`config.mk`:
```
export PLATFORM = sky130hd
export DESIGN_NAME = mem_wb_stage
export DESIGN_NICKNAME = d
export VERILOG_FILES = /design/src/rtl/mem_wb_stage.sv
export SDC_FILE = /design/constraint.sdc
export NUM_CORES = 1
export LEC_CHECK = 0
export ABC_AREA = 1
export CAP_MARGIN = 0
export CORE_MARGIN = 1
export CORE_UTILIZATION = 50
export CTS_BUF_LIST = sky130_fd_sc_hd__clkbuf_2
export DETAILED_ROUTE_END_ITERATION = 16
export PLACE_DENSITY = 0.81
export SYNTH_ARGS = -nofsm -noshare
export SYNTH_HDL_FRONTEND = slang
export SYNTH_SLANG_ARGS = --single-unit
```
`constraint.sdc`:
```
create_clock -name clk -period 2.2 [get_ports clk]
set_input_delay 0.33 -clock clk [delete_from_list [all_inputs] [get_ports clk]]
set_output_delay 0.33 -clock clk [all_outputs]
set_load 0.005 [all_outputs]
```
`src/rtl/mem_wb_stage.sv`:
```
// MEM/WB pipeline register with write-back mux, load byte/halfword extraction,
// misaligned-load detection and a retired-instruction counter.
module mem_wb_stage #(
  parameter int XLEN  = 32,
  parameter int CNT_W = 32
) (
  input  logic             clk,
  input  logic             rst_n,
  input  logic             stall,
  input  logic             flush,
  input  logic             in_valid,
  input  logic             RegWrite_in,
  input  logic [1:0]       wb_sel_in,
  input  logic [2:0]       load_type_in,
  input  logic [XLEN-1:0]  alu_result_in,
  input  logic [XLEN-1:0]  mem_data_in,
  input  logic [XLEN-1:0]  pc_plus4_in,
  input  logic [4:0]       rd_in,
  output logic             wb_valid,
  output logic             wb_we,
  output logic [4:0]       wb_rd,
  output logic [XLEN-1:0]  wb_data,
  output logic             load_misalign,
  output logic [CNT_W-1:0] retired
);

  typedef enum logic [1:0] {
    SEL_ALU  = 2'b00,
    SEL_LOAD = 2'b01,
    SEL_LINK = 2'b10,
    SEL_RSVD = 2'b11
  } wb_sel_e;

  typedef enum logic [2:0] {
    LD_B  = 3'b000,
    LD_H  = 3'b001,
    LD_W  = 3'b010,
    LD_BU = 3'b100,
    LD_HU = 3'b101
  } load_type_e;

  logic            valid;
  logic            reg_write;
  wb_sel_e         wb_sel;
  load_type_e      load_type;
  logic [XLEN-1:0] alu_result;
  logic [XLEN-1:0] mem_data;
  logic [XLEN-1:0] pc_plus4;
  logic [4:0]      rd;

  logic            retire;
  logic [7:0]      ld_byte;
  logic [15:0]     ld_half;
  logic [XLEN-1:0] load_data;

  // A held (stalled) instruction counts only on the cycle it actually leaves.
  assign retire = valid & ~stall & ~flush;

  always_ff @(posedge clk or negedge rst_n) begin
    if (!rst_n) begin
      valid      <= 1'b0;
      reg_write  <= 1'b0;
      wb_sel     <= SEL_ALU;
      load_type  <= LD_B;
      alu_result <= '0;
      mem_data   <= '0;
      pc_plus4   <= '0;
      rd         <= '0;
      retired    <= '0;
    end else begin
      if (retire)
        retired <= retired + CNT_W'(1);
      if (flush) begin
        valid     <= 1'b0;
        reg_write <= 1'b0;
      end else if (!stall) begin
        valid      <= in_valid;
        reg_write  <= RegWrite_in;
        wb_sel     <= wb_sel_e'(wb_sel_in);
        load_type  <= load_type_e'(load_type_in);
        alu_result <= alu_result_in;
        mem_data   <= mem_data_in;
        pc_plus4   <= pc_plus4_in;
        rd         <= rd_in;
      end
    end
  end

  always_comb begin
    ld_byte = mem_data[7:0];
    case (alu_result[1:0])
      2'd1:    ld_byte = mem_data[15:8];
      2'd2:    ld_byte = mem_data[23:16];
      2'd3:    ld_byte = mem_data[31:24];
      default: ld_byte = mem_data[7:0];
    endcase
    ld_half = alu_result[1] ? mem_data[31:16] : mem_data[15:0];

    load_data = mem_data;
    case (load_type)
      LD_B:    load_data = {{(XLEN-8){ld_byte[7]}}, ld_byte};
      LD_BU:   load_data = {{(XLEN-8){1'b0}}, ld_byte};
      LD_H:    load_data = {{(XLEN-16){ld_half[15]}}, ld_half};
      LD_HU:   load_data = {{(XLEN-16){1'b0}}, ld_half};
      default: load_data = mem_data;
    endcase
  end

  always_comb begin
    load_misalign = 1'b0;
    if (valid && wb_sel == SEL_LOAD) begin
      case (load_type)
        LD_B, LD_BU: load_misalign = 1'b0;
        LD_H, LD_HU: load_misalign = alu_result[0];
        default:     load_misalign = (alu_result[1:0] != 2'b00);
      endcase
    end

    case (wb_sel)
      SEL_LOAD: wb_data = load_data;
      SEL_LINK: wb_data = pc_plus4;
      default:  wb_data = alu_result;
    endcase
  end

  assign wb_valid = valid;
  assign wb_rd    = rd;
  assign wb_we    = valid & reg_write & (rd != 5'd0) & ~load_misalign;

endmodule
```
==> flow_metrics.env, run 1 <==
export IMPL_required_ps=1870
export IMPL_ios=184
export IMPL_drive_gt1_frac=0.219
export IMPL_p_leak_nw=5.06
export IMPL_initial_core_util=0.519
export IMPL_path_cells="nand2_2 -> o21ai_4 -> nand2_2 -> nand3_4 -> nand2_8 -> buf_6 -> nand2_2 -> a21oi_2 -> buf_2"
export IMPL_rows=43
export IMPL_drc=0
export IMPL_clkTransAtPathRegs_ps=230
export IMPL_async_flop_share=1.00
export IMPL_ctsHtreeMaxLevel=4
export IMPL_fin_crit_sh=1.25
export IMPL_criticalPathCategory="reg2out"
export IMPL_grt_overflow_total=0
export IMPL_vias_per_cell=5.29
export IMPL_endpoint_kind="output pin"
export IMPL_antenna_left=0
export IMPL_fp_dieH_um=123
export IMPL_drtIter0Drc=561
export IMPL_ys_warn_count=0
export IMPL_cts_sink_count=140
export IMPL_cp_top_family="simple AND/OR/NAND/NOR gates"
export IMPL_hpwl_mm=15.9
export IMPL_crit_fanout=7
export IMPL_maxCapViolCount=0
export IMPL_grt_max_degree=74
export IMPL_dpl_cell_area_mm2=0.00959
export IMPL_worst_path_largest_cell_delay_ps=540
export IMPL_crit_top_cell="nand2_2"
export IMPL_finalWorstSetupSlack_ps=-546
export IMPL_worst_pin_slew_ps=518
export IMPL_clock_path_buffers=2
export IMPL_yosysSeqAreaShare=0.480
export IMPL_num_vias=7535
export IMPL_mostFrequentLayoutCell="nand2_1"
export IMPL_final_cell_mix="385 x nand2_1, 148 x clkdlybuf4s50_1, 134 x dfrtp_1"
export IMPL_failed_checks="negative setup slack"
export IMPL_grt_pass1_wl_mm=36.0
export IMPL_first_pass_iters=6
export IMPL_clock_root_buffer="clkbuf_2"
export IMPL_fin_nets=1348
export IMPL_rsz0062_at_grt="yes"
export IMPL_gp_congestion=0.940
export IMPL_finalNonFillerCells=1424
export IMPL_hold_viol=0
export IMPL_timing_critical_path_buf_inv=2
export IMPL_grt_use_total=0.317
export IMPL_cts_buffers=17
export IMPL_num_antenna_cells=0
export IMPL_grt_pass1_vias=7133
export IMPL_slowest_stage="dfrtp_2"
export IMPL_post_synth_top_area_fraction=0.480
export IMPL_ys_top_cells_by_area="dfrtp_1 48%, nand2_1 22%, a21oi_1 5.5%"
export IMPL_fill_cells=1058
export IMPL_slew_headroom=0.654
export IMPL_status="finished, violations left"
export IMPL_dp_cells=1357
export IMPL_synth_seq_cells=140
export IMPL_hold_class="in2reg"
export IMPL_syn_area_per_cell_um2=7.36
export IMPL_fin_area_mm2=0.0107
export IMPL_antenna_found_initial=0
export IMPL_finalClockSkew_ps=23.9
export IMPL_die_x_um=123
export IMPL_fp_dieArea_mm2=0.0151
export IMPL_syn_inst=991
export IMPL_arrival_ps=2420
export IMPL_slew_violations=0
export IMPL_synth_ff_type="dfrtp_1"
export IMPL_synth_edff_count=0
export IMPL_routedWlPerCell_um=16.4
export IMPL_core_mm2=0.0140
export IMPL_area_growth_syn_to_layout_pct=46.6
export IMPL_drt_wl_total_mm=23.3
export IMPL_final_setup_viol_count=34
export IMPL_clock_latency_ps=740
export IMPL_syn_nets=1106
export IMPL_synth_distinct_cells=35
export IMPL_cp_start_kind="flop"
export IMPL_power_density_mw_per_mm2=762
export IMPL_synth_top_area_cell="dfrtp_1"
export IMPL_ir_drop_v=0.000476
export IMPL_fmax_mhz=364
export IMPL_min_period_ps=2750
export IMPL_numPortBuffers=183
export IMPL_cts_tree="yes"
export IMPL_netlist_area_mm2=0.00729
export IMPL_setup_tns_ps=-14230
==> final timing paths <==
kind / slack (ps) / cells after the start / to / start
worst max-delay path: -550 / 9 / wb_data[24] / alu_result[1]$_DFFE_PN0P_
worst min-delay path: 60 / 3 / pc_plus4[5]$_DFFE_PN0P_ / pc_plus4_in[5]
worst max register to register: 440 / 8 / retired[18]$_DFFE_PN0P_ / retired[1]$_DFFE_PN0P_
worst min register to register: 500 / 2 / alu_result[25]$_DFFE_PN0P_ / alu_result[25]$_DFFE_PN0P_
max in group asynchronous: 530 / 4 / mem_data[11]$_DFFE_PN0P_ / rst_n
min in group asynchronous: 540 / 3 / alu_result[3]$_DFFE_PN0P_ / rst_n
==> kinds of logic after synthesis <==
family                   synth area share
buffers and inverters              0.0635
AO/OA/AOI/OAI                       0.123
adder cells (fa/ha/maj)           0.00515
XOR/XNOR                           0.0228
flip-flops                          0.480
AND/OR/NAND/NOR                     0.305
==> cell type report <==
cell class              instances  area [um2]  area share
flip-flops and latches        140        3510       0.328
repair buffers                264        2540       0.238
inverters                      69         269      0.0252
multi-input cells             741        3800       0.356
clock inverters                12         245      0.0229
well taps                     180         225      0.0211
clock buffers                  18        90.1     0.00843
==> cells in the mapped netlist, drive strengths merged (2+ instances only) <==
cell type / number
dfrtp: 140
nand3: 20
clkbuf: 26
nor3: 4
buf: 17
inv: 68
nor4: 2
a21oi: 90
nor2: 86
a22oi: 3
nand3b: 4
xnor2: 9
o211ai: 4
o21ai: 70
xor2: 10
ha: 3
nand2: 432
==> per-stage QoR <==
step / setup WS, ps / hold WS (ps) / util / power [mW]
floorplan: 328 / 34.4 / - / 4.26
finish: -546 / 62.6 / 0.761 / 8.14
global placement: -86.5 / 271 / 0.683 / 5.58
detailed placement: -114 / 273 / 0.683 / 5.61
global route: -627 / 42.9 / 0.761 / 8.54
CTS: -498 / 26.5 / 0.745 / 7.95
==> where the power goes <==
part | switching (mW) | leakage [nW] | internal, mW
clock | 0.963 | 0.180 | 1.08
combinational | 1.52 | 3.13 | 1.41
sequential | 0.285 | 1.75 | 2.89
==> worst register-to-register path: stages, from the launching register on <==
cell and delay, ps:
dfrtp_1 490, ha_1 230, nand3_1 180, nor2_2 200, nand2_2 120, nor3_2 270, nand2_1 100, nand2_1 70
nand2_1 40
==> per-layer routing <==
| metal | up-vias | GRT usage | wire length (um) |
|---|---|---|---|
| met1 | 3530 | 0.393 | 9710 |
| met3 | 65 | 0.0906 | 1780 |
| met5 | - | 0 | 0 |
| li1 | 3612 | - | - |
| met4 | 0 | 0.145 | 816 |
| met2 | 328 | 0.512 | 11000 |
==> flip-flops by register name, summed over array words and instances, names as in the netlist <==
| register | count |
|---|---|
| wb_sel | 2 |
| reg_write | 1 |
| mem_data | 32 |
| wb_valid | 1 |
| load_type | 3 |
| retired | 32 |
| alu_result | 32 |
| wb_rd | 5 |
| pc_plus4 | 32 |
==> repair_timing <==
action,CTS,global route
gates cloned,5,0
pin swaps,39,27
hold endpoints to repair,140,0
setup endpoints to repair,34,36
resized for setup,246,55
buffers inserted,25,4
hold buffers,3,0
(Power assumes the default switching activity.)
==> inputs of run 2 (changes only) <==
==> constraint.sdc (replaced) <==
create_clock -name clk -period 2.2 [get_ports clk]
set_input_delay 0.44 -clock clk [delete_from_list [all_inputs] [get_ports clk]]
set_output_delay 0.44 -clock clk [all_outputs]
set_load 0.005 [all_outputs]
==> run 2 against run 1 <==
Net effect:
- hold slack better by 96 ps
- the run still ends with negative setup slack left
- clock skew decreased by 11 ps
- setup slack lost 65 ps
- die area unchanged
- total power down 3.1%
- register-to-register slack got worse by 180 ps
- cell count is 2.9% higher
==> flow_metrics.env, run 2 (synthesis results as in run 1) <==
export IMPL_cts_buffers=17
export IMPL_worst_pin_slew_ps=514
export IMPL_cp_start_kind="flop"
export IMPL_fmax_mhz=356
export IMPL_final_setup_viol_count=34
export IMPL_criticalPathCategory="reg2out"
export IMPL_clock_latency_ps=730
export IMPL_grt_busiest_layer="met2"
export IMPL_path_cells="nand2_2 -> o21ai_1 -> nand2_2 -> nand3_4 -> nand2_8 -> buf_8 -> nand2_2 -> a21oi_2 -> buf_2"
export IMPL_hold_class="in2async"
export IMPL_p_leak_nw=5.29
export IMPL_failed_checks="negative setup slack"
export IMPL_hpwl_mm=16.0
export IMPL_power_total_mw=7.89
export IMPL_rows=43
export IMPL_crit_fanout=8
export IMPL_hold_viol=0
export IMPL_maxCapViolCount=0
export IMPL_finalClockSkew_ps=12.7
export IMPL_timing_critical_path_buf_inv=2
export IMPL_slew_violations=0
export IMPL_ctsHtreeMaxLevel=4
export IMPL_antenna_left=0
export IMPL_final_cell_mix="381 x nand2_1, 145 x clkdlybuf4s50_1, 131 x dfrtp_1"
export IMPL_cts_tree="yes"
export IMPL_die_x_um=123
export IMPL_worst_path_largest_cell_delay_ps=530
export IMPL_fp_dieH_um=123
export IMPL_grtUsageMet3=0.0785
export IMPL_area_growth_syn_to_layout_pct=50.7
export IMPL_dp_cells=1363
export IMPL_grt_pass1_vias=7192
export IMPL_routedWlPerCell_um=16.8
export IMPL_core_mm2=0.0140
export IMPL_fin_crit_sh=1.28
export IMPL_vias_per_cell=5.34
export IMPL_finalNonFillerCells=1466
export IMPL_required_ps=1760
export IMPL_fp_dieArea_mm2=0.0151
export IMPL_grt_pass1_wl_mm=36.0
export IMPL_numPortBuffers=183
export IMPL_drive_gt1_frac=0.267
export IMPL_fin_nets=1388
export IMPL_num_vias=7827
export IMPL_rsz0062_at_grt="yes"
export IMPL_clkTransAtPathRegs_ps=190
export IMPL_slowest_stage="dfrtp_2"
export IMPL_endpoint_kind="output pin"
export IMPL_min_period_ps=2810
export IMPL_arrival_ps=2370
export IMPL_use_met1=0.402
export IMPL_clock_root_buffer="clkbuf_2"
export IMPL_initial_core_util=0.519
export IMPL_grt_max_degree=63
export IMPL_num_antenna_cells=0
export IMPL_grt_util_met2=0.518
export IMPL_first_pass_iters=5
export IMPL_mostFrequentLayoutCell="nand2_1"
export IMPL_gp_congestion=0.944
export IMPL_drtIter0Drc=676
export IMPL_drc=0
export IMPL_grt_use_total=0.315
export IMPL_antenna_found_initial=0
export IMPL_power_density_mw_per_mm2=718
export IMPL_clock_path_buffers=2
export IMPL_cts_sink_count=140
export IMPL_grt_overflow_total=0
export IMPL_ir_drop_v=0.000479
export IMPL_crit_top_cell="nand2_2"
export IMPL_status="finished, violations left"
export IMPL_ios=184
export IMPL_drt_wl_total_mm=24.6
export IMPL_setup_tns_ps=-17240
export IMPL_cp_top_family="simple AND/OR/NAND/NOR gates"
export IMPL_hold_worst_slack_ps=159
export IMPL_finalWorstSetupSlack_ps=-611
export IMPL_slew_headroom=0.657
[run 2: power by group]
group | total, mW | switching (mW) | internal (mW)
sequential | 3.15 | 0.251 | 2.89
combinational | 3.18 | 1.64 | 1.53
clock | 1.57 | 0.939 | 0.631
[run 2: repair_timing]
item                                   in CTS  in global routing
pin swaps                                  53                 42
buffers inserted                           37                 32
cloned                                      3                  1
gates resized for setup                   272                 62
hold buffers                                1                  0
endpoints found under the hold margin     140                  0
setup endpoints to repair                  47                 56
[run 2: routing by layer]
| layer | vias to the layer above | share of wire |
|---|---|---|
| met5 | - | 0 |
| met4 | 0 | 0.035 |
| met3 | 72 | 0.083 |
| met2 | 391 | 0.49 |
| met1 | 3686 | 0.40 |
| li1 | 3678 | - |
[run 2: per-stage QoR]
step           area [um2]  utilization  setup slack [ps]
2_1_floorplan        7290            -               218
3_3_place_gp         9650        0.687              -191
3_5_place_dp         9650        0.687              -192
4_1_cts             10500        0.748              -565
5_1_grt             11000        0.783              -695
6_report            11000        0.783              -611
[run 2: worst paths after layout]
| path | slack [ps] | end | start | depth (start not counted) |
|---|---|---|---|---|
| setup / recovery | -610 | wb_data[24] | alu_result[1]$_DFFE_PN0P_ | 9 |
| hold reg to reg | 500 | alu_result[24]$_DFFE_PN0P_ | alu_result[24]$_DFFE_PN0P_ | 2 |
| setup reg to reg | 260 | retired[12]$_DFFE_PN0P_ | retired[0]$_DFFE_PN0P_ | 10 |
| hold / removal | 160 | alu_result[4]$_DFFE_PN0P_ | rst_n | 2 |
| max in group asynchronous | 1440 | retired[15]$_DFFE_PN0P_ | rst_n | 3 |
| min in group clk | 210 | pc_plus4[13]$_DFFE_PN0P_ | pc_plus4_in[13] | 3 |
[run 2: final cells by class]
type,count,area (um2)
Fill cell,967,3050
Inverter,69,267
Timing Repair Buffer,304,2840
Clock inverter,11,125
Multi-Input combinational cell,741,3910
Sequential cell,140,3510
Tap cell,180,225
Clock buffer,21,105
==> inputs of run 3 (changes only) <==
--- a/config.mk
+++ b/config.mk
@@ -11,7 +11,8 @@
 export CORE_UTILIZATION = 50
 export CTS_BUF_LIST = sky130_fd_sc_hd__clkbuf_2
 export DETAILED_ROUTE_END_ITERATION = 16
-export PLACE_DENSITY = 0.81
+export DONT_BUFFER_PORTS = 1
+export SKIP_LAST_GASP = 1
 export SYNTH_ARGS = -nofsm -noshare
 export SYNTH_HDL_FRONTEND = slang
 export SYNTH_SLANG_ARGS = --single-unit
==> run 3 against run 2 <==
Net effect:
- the flow finishes with violations (negative hold slack, negative setup slack)
- cell count fell by 11%
- core utilization fell by 11 points
- wire length fell by 8.3%
- largest cell class unchanged
- total power fell by 11%
- clock skew rose by 18 ps
- global-route usage fell by 0.95 points
- critical path type unchanged
==> flow_metrics.env, run 3 (synthesis results as in run 1) <==
export IMPL_hold_class="in2async"
export IMPL_worst_path_largest_cell_delay_ps=480
export IMPL_ios=184
export IMPL_cp_top_family="flip-flops"
export IMPL_drt_wl_total_mm=22.6
export IMPL_grt_overflow_total=0
export IMPL_hold_viol=140
export IMPL_required_ps=1760
export IMPL_maxCapViolCount=0
export IMPL_fmax_mhz=372
export IMPL_cts_tree="yes"
export IMPL_antenna_left=0
export IMPL_hold_buffers=112
export IMPL_cts_buffers=17
export IMPL_die_x_um=123
export IMPL_cts_sink_count=140
export IMPL_status="finished, violations left"
export IMPL_grt_use_total=0.306
export IMPL_power_total_mw=7.03
export IMPL_dpl_cell_area_mm2=0.00747
export IMPL_fin_nets=1225
export IMPL_grt_max_degree=141
export IMPL_min_period_ps=2690
export IMPL_crit_top_cell="nand2_4"
export IMPL_numPortBuffers=0
export IMPL_grt_pass1_vias=6877
export IMPL_timing_critical_path_buf_inv=1
export IMPL_mostFrequentLayoutCell="nand2_1"
export IMPL_finalClockSkew_ps=30.3
export IMPL_clkTransAtPathRegs_ps=210
export IMPL_finalWorstSetupSlack_ps=-487
export IMPL_initial_core_util=0.519
export IMPL_fill_cells=1181
export IMPL_core_mm2=0.0140
export IMPL_area_growth_syn_to_layout_pct=30.5
export IMPL_fin_crit_sh=1.22
export IMPL_final_setup_viol_count=34
export IMPL_drtIter0Drc=528
export IMPL_rsz0062_at_grt="yes"
export IMPL_drive_gt1_frac=0.161
export IMPL_drc=0
export IMPL_clock_root_buffer="clkbuf_2"
export IMPL_fp_dieArea_mm2=0.0151
export IMPL_first_pass_iters=5
export IMPL_grt_pass1_wl_mm=34.6
export IMPL_power_density_mw_per_mm2=739
export IMPL_final_cell_mix="389 x nand2_1, 136 x dfrtp_1, 112 x dlygate4sd3_1"
export IMPL_worst_pin_slew_ps=733
export IMPL_routedWlPerCell_um=17.3
export IMPL_clock_path_buffers=2
export IMPL_hold_worst_slack_ps=-639
export IMPL_num_vias=7032
export IMPL_failed_checks="negative hold slack, negative setup slack"
export IMPL_antenna_found_initial=1
export IMPL_ir_drop_v=0.000589
export IMPL_endpoint_kind="output pin"
export IMPL_cp_start_kind="flop"
export IMPL_slowest_stage="dfrtp_2"
export IMPL_hpwl_mm=14.6
export IMPL_p_leak_nw=4.50
export IMPL_fp_dieH_um=123
export IMPL_finalCoreUtilization=0.678
export IMPL_crit_fanout=8
export IMPL_path_cells="buf_6 -> nand2_4 -> nand2_2 -> a31oi_4 -> nand2_8 -> nand2_4 -> a21oi_2"
export IMPL_vias_per_cell=5.39
export IMPL_fin_area_mm2=0.00952
export IMPL_slew_headroom=0.511
export IMPL_arrival_ps=2250
export IMPL_rows=43
export IMPL_clock_latency_ps=740
export IMPL_slew_violations=0
export IMPL_criticalPathCategory="reg2out"
export IMPL_ctsHtreeMaxLevel=4
export IMPL_gp_congestion=0.897
[run 3: final timing paths]
kind                                      startpoint                       end  slack, ps  cells after the start
setup / recovery           alu_result[1]$_DFFE_PN0P_               wb_data[23]       -490                      7
hold / removal                                 rst_n      wb_rd[3]$_DFFE_PN0P_       -640                      0
setup reg to reg              retired[1]$_DFFE_PN0P_   retired[18]$_DFFE_PN0P_        490                      8
hold reg to reg             pc_plus4[10]$_DFFE_PN0P_  pc_plus4[10]$_DFFE_PN0P_        500                      2
max in group asynchronous                      rst_n  load_type[0]$_DFFE_PN0P_       2480                      0
min in group clk                               stall   pc_plus4[6]$_DFFE_PN0P_         90                      4
[run 3: cell type report]
| cell class | instances | area [um2] | share of cell area |
|---|---|---|---|
| inverters | 69 | 278 | 0.0292 |
| diodes | 1 | 2.50 | 0.000263 |
| clock buffers | 17 | 85.1 | 0.00894 |
| flip-flops and latches | 140 | 3510 | 0.369 |
| clock inverters | 15 | 170 | 0.0179 |
| multi-input cells | 740 | 3790 | 0.399 |
| well taps | 180 | 225 | 0.0237 |
| repair buffers | 142 | 1450 | 0.153 |
[run 3: power by group]
group	total [mW]	leakage [nW]	switching, mW	internal (mW)
clock network	1.64	0.144	1.01	0.628
registers	3.18	1.75	0.293	2.89
logic	2.21	2.61	1.34	0.870
total	7.03	4.50	2.64	4.39
[run 3: repair_timing]
action / in CTS / in global routing
gates resized for setup: 78 / 70
endpoints found under the hold margin: 252 / 140
pin swaps: 14 / 34
endpoints found under the setup margin: 34 / 34
buffers inserted: 8 / 4
gates cloned: 1 / 2
[run 3: per-stage QoR]
step           instances  hold WS (ps)  setup WS [ps]  TNS (ps)
6_report            1304          -639           -487    -14890
3_5_place_dp        1144           147            213         0
2_1_floorplan        991           144            218         0
5_1_grt             1304          -739           -602    -18980
4_1_cts             1297          -710           -487    -14970
3_3_place_gp        1144           147            262         0
[run 3: metal layers]
layer  part of all wire  up-vias  wire length (um)  track usage
met3              0.072       42              1630       0.0836
met5                  0        -                 0            0
li1                   -     3366                 -            -
met1               0.41     3344              9240        0.371
met4              0.025        0               570        0.111
met2               0.49      280             11100        0.518
